File: src/rtl/cache_req_scheduler.sv
// cache_req_scheduler: round-robin front end that issues one cache read at a time, stalls on double misses and returns results over valid/ready
module cache_req_scheduler #(
  parameter int ADDR_WIDTH = 11,
  parameter int DATA_WIDTH = 32,
  parameter int MEM_LAT    = 4,
  parameter int CNT_WIDTH  = 16
) (
  input  logic                  clk,
  input  logic                  rst,
  input  logic                  req0_valid,
  input  logic [ADDR_WIDTH-1:0] req0_addr,
  output logic                  req0_ready,
  input  logic                  req1_valid,
  input  logic [ADDR_WIDTH-1:0] req1_addr,
  output logic                  req1_ready,
  output logic                  rsp_valid,
  input  logic                  rsp_ready,
  output logic                  rsp_id,
  output logic [DATA_WIDTH-1:0] rsp_data,
  output logic                  rsp_l1_hit,
  output logic                  rsp_l2_hit,
  output logic                  cache_read,
  output logic [ADDR_WIDTH-1:0] cache_addr,
  input  logic [DATA_WIDTH-1:0] cache_read_data,
  input  logic                  cache_l1_hit,
  input  logic                  cache_l2_hit,
  output logic [CNT_WIDTH-1:0]  cnt_l1_hit,
  output logic [CNT_WIDTH-1:0]  cnt_l2_hit,
  output logic [CNT_WIDTH-1:0]  cnt_miss
);
  typedef enum logic [2:0] {IDLE, ISSUE, CAPTURE, MISS_WAIT, RESP} state_t;
  state_t state, state_nxt;
  logic [ADDR_WIDTH-1:0] addr_q;
  logic [DATA_WIDTH-1:0] data_q;
  logic [7:0] wait_q;
  logic id_q, last_grant, l1_q, l2_q, grant0, grant1, inc_l1, inc_l2, inc_miss;
  // grant in IDLE only; on a tie the requester that did not win last time goes
  always_comb begin
    grant0 = (state == IDLE) && req0_valid && (!req1_valid || last_grant);
    grant1 = (state == IDLE) && req1_valid && (!req0_valid || !last_grant);
  end
  // an L1 hit dominates when the cache reports both flags
  always_comb begin
    inc_l1   = (state == CAPTURE) && cache_l1_hit;
    inc_l2   = (state == CAPTURE) && !cache_l1_hit && cache_l2_hit;
    inc_miss = (state == CAPTURE) && !cache_l1_hit && !cache_l2_hit;
  end
  // next-state sequencing of the single outstanding request
  always_comb begin
    state_nxt = state;
    case (state)
      IDLE:      state_nxt = (grant0 || grant1) ? ISSUE : IDLE;
      ISSUE:     state_nxt = CAPTURE;
      CAPTURE:   state_nxt = (!inc_miss || MEM_LAT == 0) ? RESP : MISS_WAIT;
      MISS_WAIT: state_nxt = (wait_q == 8'd1) ? RESP : MISS_WAIT;
      RESP:      state_nxt = rsp_ready ? IDLE : RESP;
      default:   state_nxt = IDLE;
    endcase
  end
  // state, request latch, response holding registers and miss stall counter
  always_ff @(posedge clk or posedge rst) begin
    if (rst) begin
      state      <= IDLE;
      addr_q     <= '0;
      id_q       <= 1'b0;
      last_grant <= 1'b1;
      data_q     <= '0;
      l1_q       <= 1'b0;
      l2_q       <= 1'b0;
      wait_q     <= '0;
    end else begin
      state <= state_nxt;
      if (grant0 || grant1) begin
        addr_q     <= grant1 ? req1_addr : req0_addr;
        id_q       <= grant1;
        last_grant <= grant1;
      end
      if (state == CAPTURE) begin
        data_q <= cache_read_data;
        l1_q   <= cache_l1_hit;
        l2_q   <= inc_l2;
        wait_q <= 8'(MEM_LAT);
      end
      if (state == MISS_WAIT) wait_q <= wait_q - 8'd1;
    end
  end
  // saturating hit/miss statistics
  always_ff @(posedge clk or posedge rst) begin
    if (rst) begin
      cnt_l1_hit <= '0;
      cnt_l2_hit <= '0;
      cnt_miss   <= '0;
    end else begin
      if (inc_l1 && !(&cnt_l1_hit)) cnt_l1_hit <= cnt_l1_hit + CNT_WIDTH'(1);
      if (inc_l2 && !(&cnt_l2_hit)) cnt_l2_hit <= cnt_l2_hit + CNT_WIDTH'(1);
      if (inc_miss && !(&cnt_miss)) cnt_miss <= cnt_miss + CNT_WIDTH'(1);
    end
  end
  assign req0_ready = grant0;
  assign req1_ready = grant1;
  assign rsp_valid  = (state == RESP);
  assign rsp_id     = id_q;
  assign rsp_data   = data_q;
  assign rsp_l1_hit = l1_q;
  assign rsp_l2_hit = l2_q;
  assign cache_read = (state == ISSUE);
  assign cache_addr = addr_q;
endmodule

File: config.mk
export PLATFORM = sky130hd
export DESIGN_NAME = cache_req_scheduler
export DESIGN_NICKNAME = d
export VERILOG_FILES = /design/src/rtl/cache_req_scheduler.sv
export SDC_FILE = /design/constraint.sdc
export NUM_CORES = 1
export LEC_CHECK = 0
export BUFFER_PORTS_ARGS = -buffer_cell sky130_fd_sc_hd__buf_4
export CAP_MARGIN = 20
export CELL_PAD_IN_SITES_DETAIL_PLACEMENT = 1
export CELL_PAD_IN_SITES_GLOBAL_PLACEMENT = 2
export CORE_AREA = 4 4 115 144
export DETAILED_ROUTE_END_ITERATION = 12
export DIE_AREA = 0 0 119 148
export GPL_ROUTABILITY_DRIVEN = 0
export PLACE_DENSITY = 0.93
export SETUP_SLACK_MARGIN = 0.2
export SLEW_MARGIN = 10
export SYNTH_ARGS = -nofsm -noshare
export SYNTH_HDL_FRONTEND = slang
export SYNTH_SLANG_ARGS = --single-unit
File: constraint.sdc
create_clock -name clk -period 9.2 [get_ports clk]
set_input_delay 0.92 -clock clk [delete_from_list [all_inputs] [get_ports clk]]
set_output_delay 0.92 -clock clk [all_outputs]
set_load 0.01 [all_outputs]
==> results.cfg <==
[layout]
finalNetCount = 712
design_area_mm2 = 0.00664
seqCellArea_mm2 = 0.00265
drive_above_1_share_pct = 30.4
antenna_cells = 0
fillCellCount = 1727
final_cells = 859
multi_input_area_mm2 = 0.00213
area.growth.synth_to_final_pct = 35.0

[global_routing]
grt_pass1_wl_mm = 23.0
grt_overflow = 0
antenna_found_initial = 0
grt_max_degree = 76
first_global_vias = 4624
grt_usage_pct = 15.9

[pwr]
p_clk_share_pct = 23.4
peakVddDrop_mv = 0.150
power.switching_mw = 0.658
seqPwrFrac_pct = 40.6
power.leakage_nw = 3.42
p_sw_share_pct = 36.0
p_comb_share_pct = 36.0
power.internal_mw = 1.17
powerDensity_mw_per_mm2 = 275

[timing]
slew_headroom_pct = 34.5
rsz0062_at_grt = no
worst_pin_slew_ns = 0.982
setup_viol = 0
finalCritPeriodShare_pct = 35.1
hold_violations = 0
hold_slack_ns = 0.475
fin_crit_ns = 3.23
maxSlewViolCount = 0
finClkSkew_ns = 0.00899
finalSetupTns_ns = 0
clock.fmax_ghz = 0.310

[critical_path]
path_buf_inv = 2
cpMaxStageDelayCell = nand3_1
path_delay_family = simple AND/OR/NAND/NOR gates
worstPathArrival_ns = 2.31
cpPeakStageDelay_ns = 0.67
timing.rr.start = state[0]
worstPathRequired_ns = 8.28
crit_fanout = 15
crit_start = state[0]
cp-start-kind = register
end_kind = output port
path_class = register to output port
path_cells = nor3_1 -> nand3_1 -> inv_1 -> buf_4

[placement]
io_buffers = 158
dp_hpwl_mm = 10.4
dp_cells = 843
place_area_mm2 = 0.00631

[run_status]
run_status = complete, no violations

[cts]
cts_made_buffers = 9
cts_max_path_buffers = 2
cts.sinks = 106
h-tree-depth = 3
cts.clk_slew.worst_paths_ns = 0.07
root_buffer = clkbuf_16
hold_buffers = 0
ctsResizeCount = 0
cts_setup_buffers = 0
clk-insertion-delay-late_ns = 0.35
cts_tree = built

[floorplan]
dieHeight_um = 148
core_mm2 = 0.0151
die_area_mm2 = 0.0176
pin_count = 159
fp-row-count = 50
start_util_pct = 32.6
dieWidth_um = 119

[yosys]
synth_area_mm2 = 0.00492
synth_top_family_by_area = simple AND/OR/NAND/NOR gates
synth_mux_area_share_pct = 4.27
synth_compound_area_share_pct = 6.74
synth_common_cells = nand2_1, dfrtp_1, xor2_1, nand3_1, nor2_1
async_flop_share_pct = 100
avgSynthCellArea_um2 = 9.98
synth-xor-area-share_pct = 7.12
synth_edf_count = 0
syn-num-nets = 559
yosys.cell_types.count = 46
ys_ff_latch = 106
yosysTopAreaCell = dfrtp_1
synth_ff_type = dfrtp_1
ys_seq_area_share_pct = 54.0
netlist.area_leader.share_pct = 53.4
yosys.area_share.simple_pct = 23.8
synth_area_leaders = dfrtp_1, nand2_1, xor2_1
syn_inst = 493
yosysWarnings = 0
synthAdderAreaFrac_pct = 1.27
synth_most_common_cell = nand2_1

[run]
maxCapViolCount = 0

[detailed_routing]
drtAntennaViolNets = 0
drt_iter0_drc = 161
wl_met1_mm = 5.67
drtPass1Iterations = 4
routed_wl_mm = 13.9
route.met3.wl_um = 767
drc = 0
top_layer_used = met4
drt-vias-per-instance = 4.89
wl_met2_mm = 7.15
drt-wirelength-per-cell_um = 16.2
num_vias = 4201

[worst_hold_path]
hold_path.startpoint = last_grant
hp-class = register to register
==> tightest hold or removal path: stages (launching register included) <==
cell	delay, ns
dfstp_2	0.38
nand2_1	0.05
nand2_1	0.04
==> cells by family (layout without fill, tap and decap cells) <==
kind of cell | Yosys count | count (layout)
buffers and inverters | 32 | 190
AOI/OAI and AO/OA | 51 | 51
adders and majority gates | 5 | 5
and+or+nand+nor | 239 | 239
DFF | 106 | 106
muxes | 20 | 20
xor gates and xnor gates | 40 | 40
==> layer usage <==
layer | up-vias | GRT usage (%)
met1 | 2085 | 18.5
met3 | 22 | 4.59
met2 | 110 | 27.5
met4 | 0 | 6.38
li1 | 1984 | -
met5 | - | 0
==> state kept, by name, summed over array words and instances, names as in the netlist <==
name,flops
rsp_data,32
cnt_l1_hit,16
cnt_l2_hit,16
cnt_miss,16
cache_addr,11
wait_q,8
state,3
last_grant,1
rsp_id,1
rsp_l1_hit,1
rsp_l2_hit,1
==> final timing paths <==
kind | to | slack [ns] | cells after the start
max | req0_ready | 5.97 | 4
min | last_grant | 0.47 | 2
max in group asynchronous | cache_addr[1] | 7.29 | 3
min in group asynchronous | rsp_data[14] | 0.57 | 2
min reg2reg | last_grant | 0.47 | 2
max reg2reg | cnt_l2_hit[15] | 6.77 | 4
==> power groups by stage <==
| stage | Combinational, mW | Clock, mW | Sequential (mW) |
|---|---|---|---|
| after floorplan | 0.314 | 0 | 0.768 |
| after global placement | 0.647 | 0 | 0.740 |
| after detailed placement | 0.678 | 0 | 0.748 |
| after CTS | 0.676 | 0.441 | 0.743 |
| after global routing | 0.735 | 0.461 | 0.765 |
| final | 0.657 | 0.427 | 0.741 |
==> cell usage in the layout (no fill, tap or decap), drive strengths merged, types with 5 or more instances in the layout <==
| cell type | count |
|---|---|
| buf | 163 |
| nand2 | 126 |
| dfrtp | 105 |
| xor2 | 28 |
| nor2 | 23 |
| nand3 | 23 |
| a21oi | 20 |
| inv | 13 |
| mux2i | 12 |
| xnor2 | 12 |
| a211oi | 11 |
| and3 | 10 |
| clkbuf | 9 |
| nor4 | 9 |
| and2 | 8 |
| mux2 | 8 |
| nand4 | 7 |
| o21ai | 7 |
| nor3 | 7 |
| nor4b | 6 |
| ha | 5 |
==> final cells by class <==
cell class | instances | share of cell area (%)
sequential | 106 | 40.0
multi-input combinational | 355 | 32.1
timing repair buffer | 163 | 18.4
tap | 208 | 3.92
clock buffer | 9 | 3.39
clock inverter | 7 | 1.53
inverter | 11 | 0.660
==> through the flow <==
stage,power [mW],util [%],worst slack (ns)
2_1_floorplan,1.08,-,5.49
3_3_place_gp,1.39,41.9,6.27
3_5_place_dp,1.43,41.9,6.26
4_1_cts,1.86,44.0,5.94
5_1_grt,1.96,44.0,5.77
6_report,1.82,44.0,5.97
No activity file was read; power rests on OpenSTA's default activity.
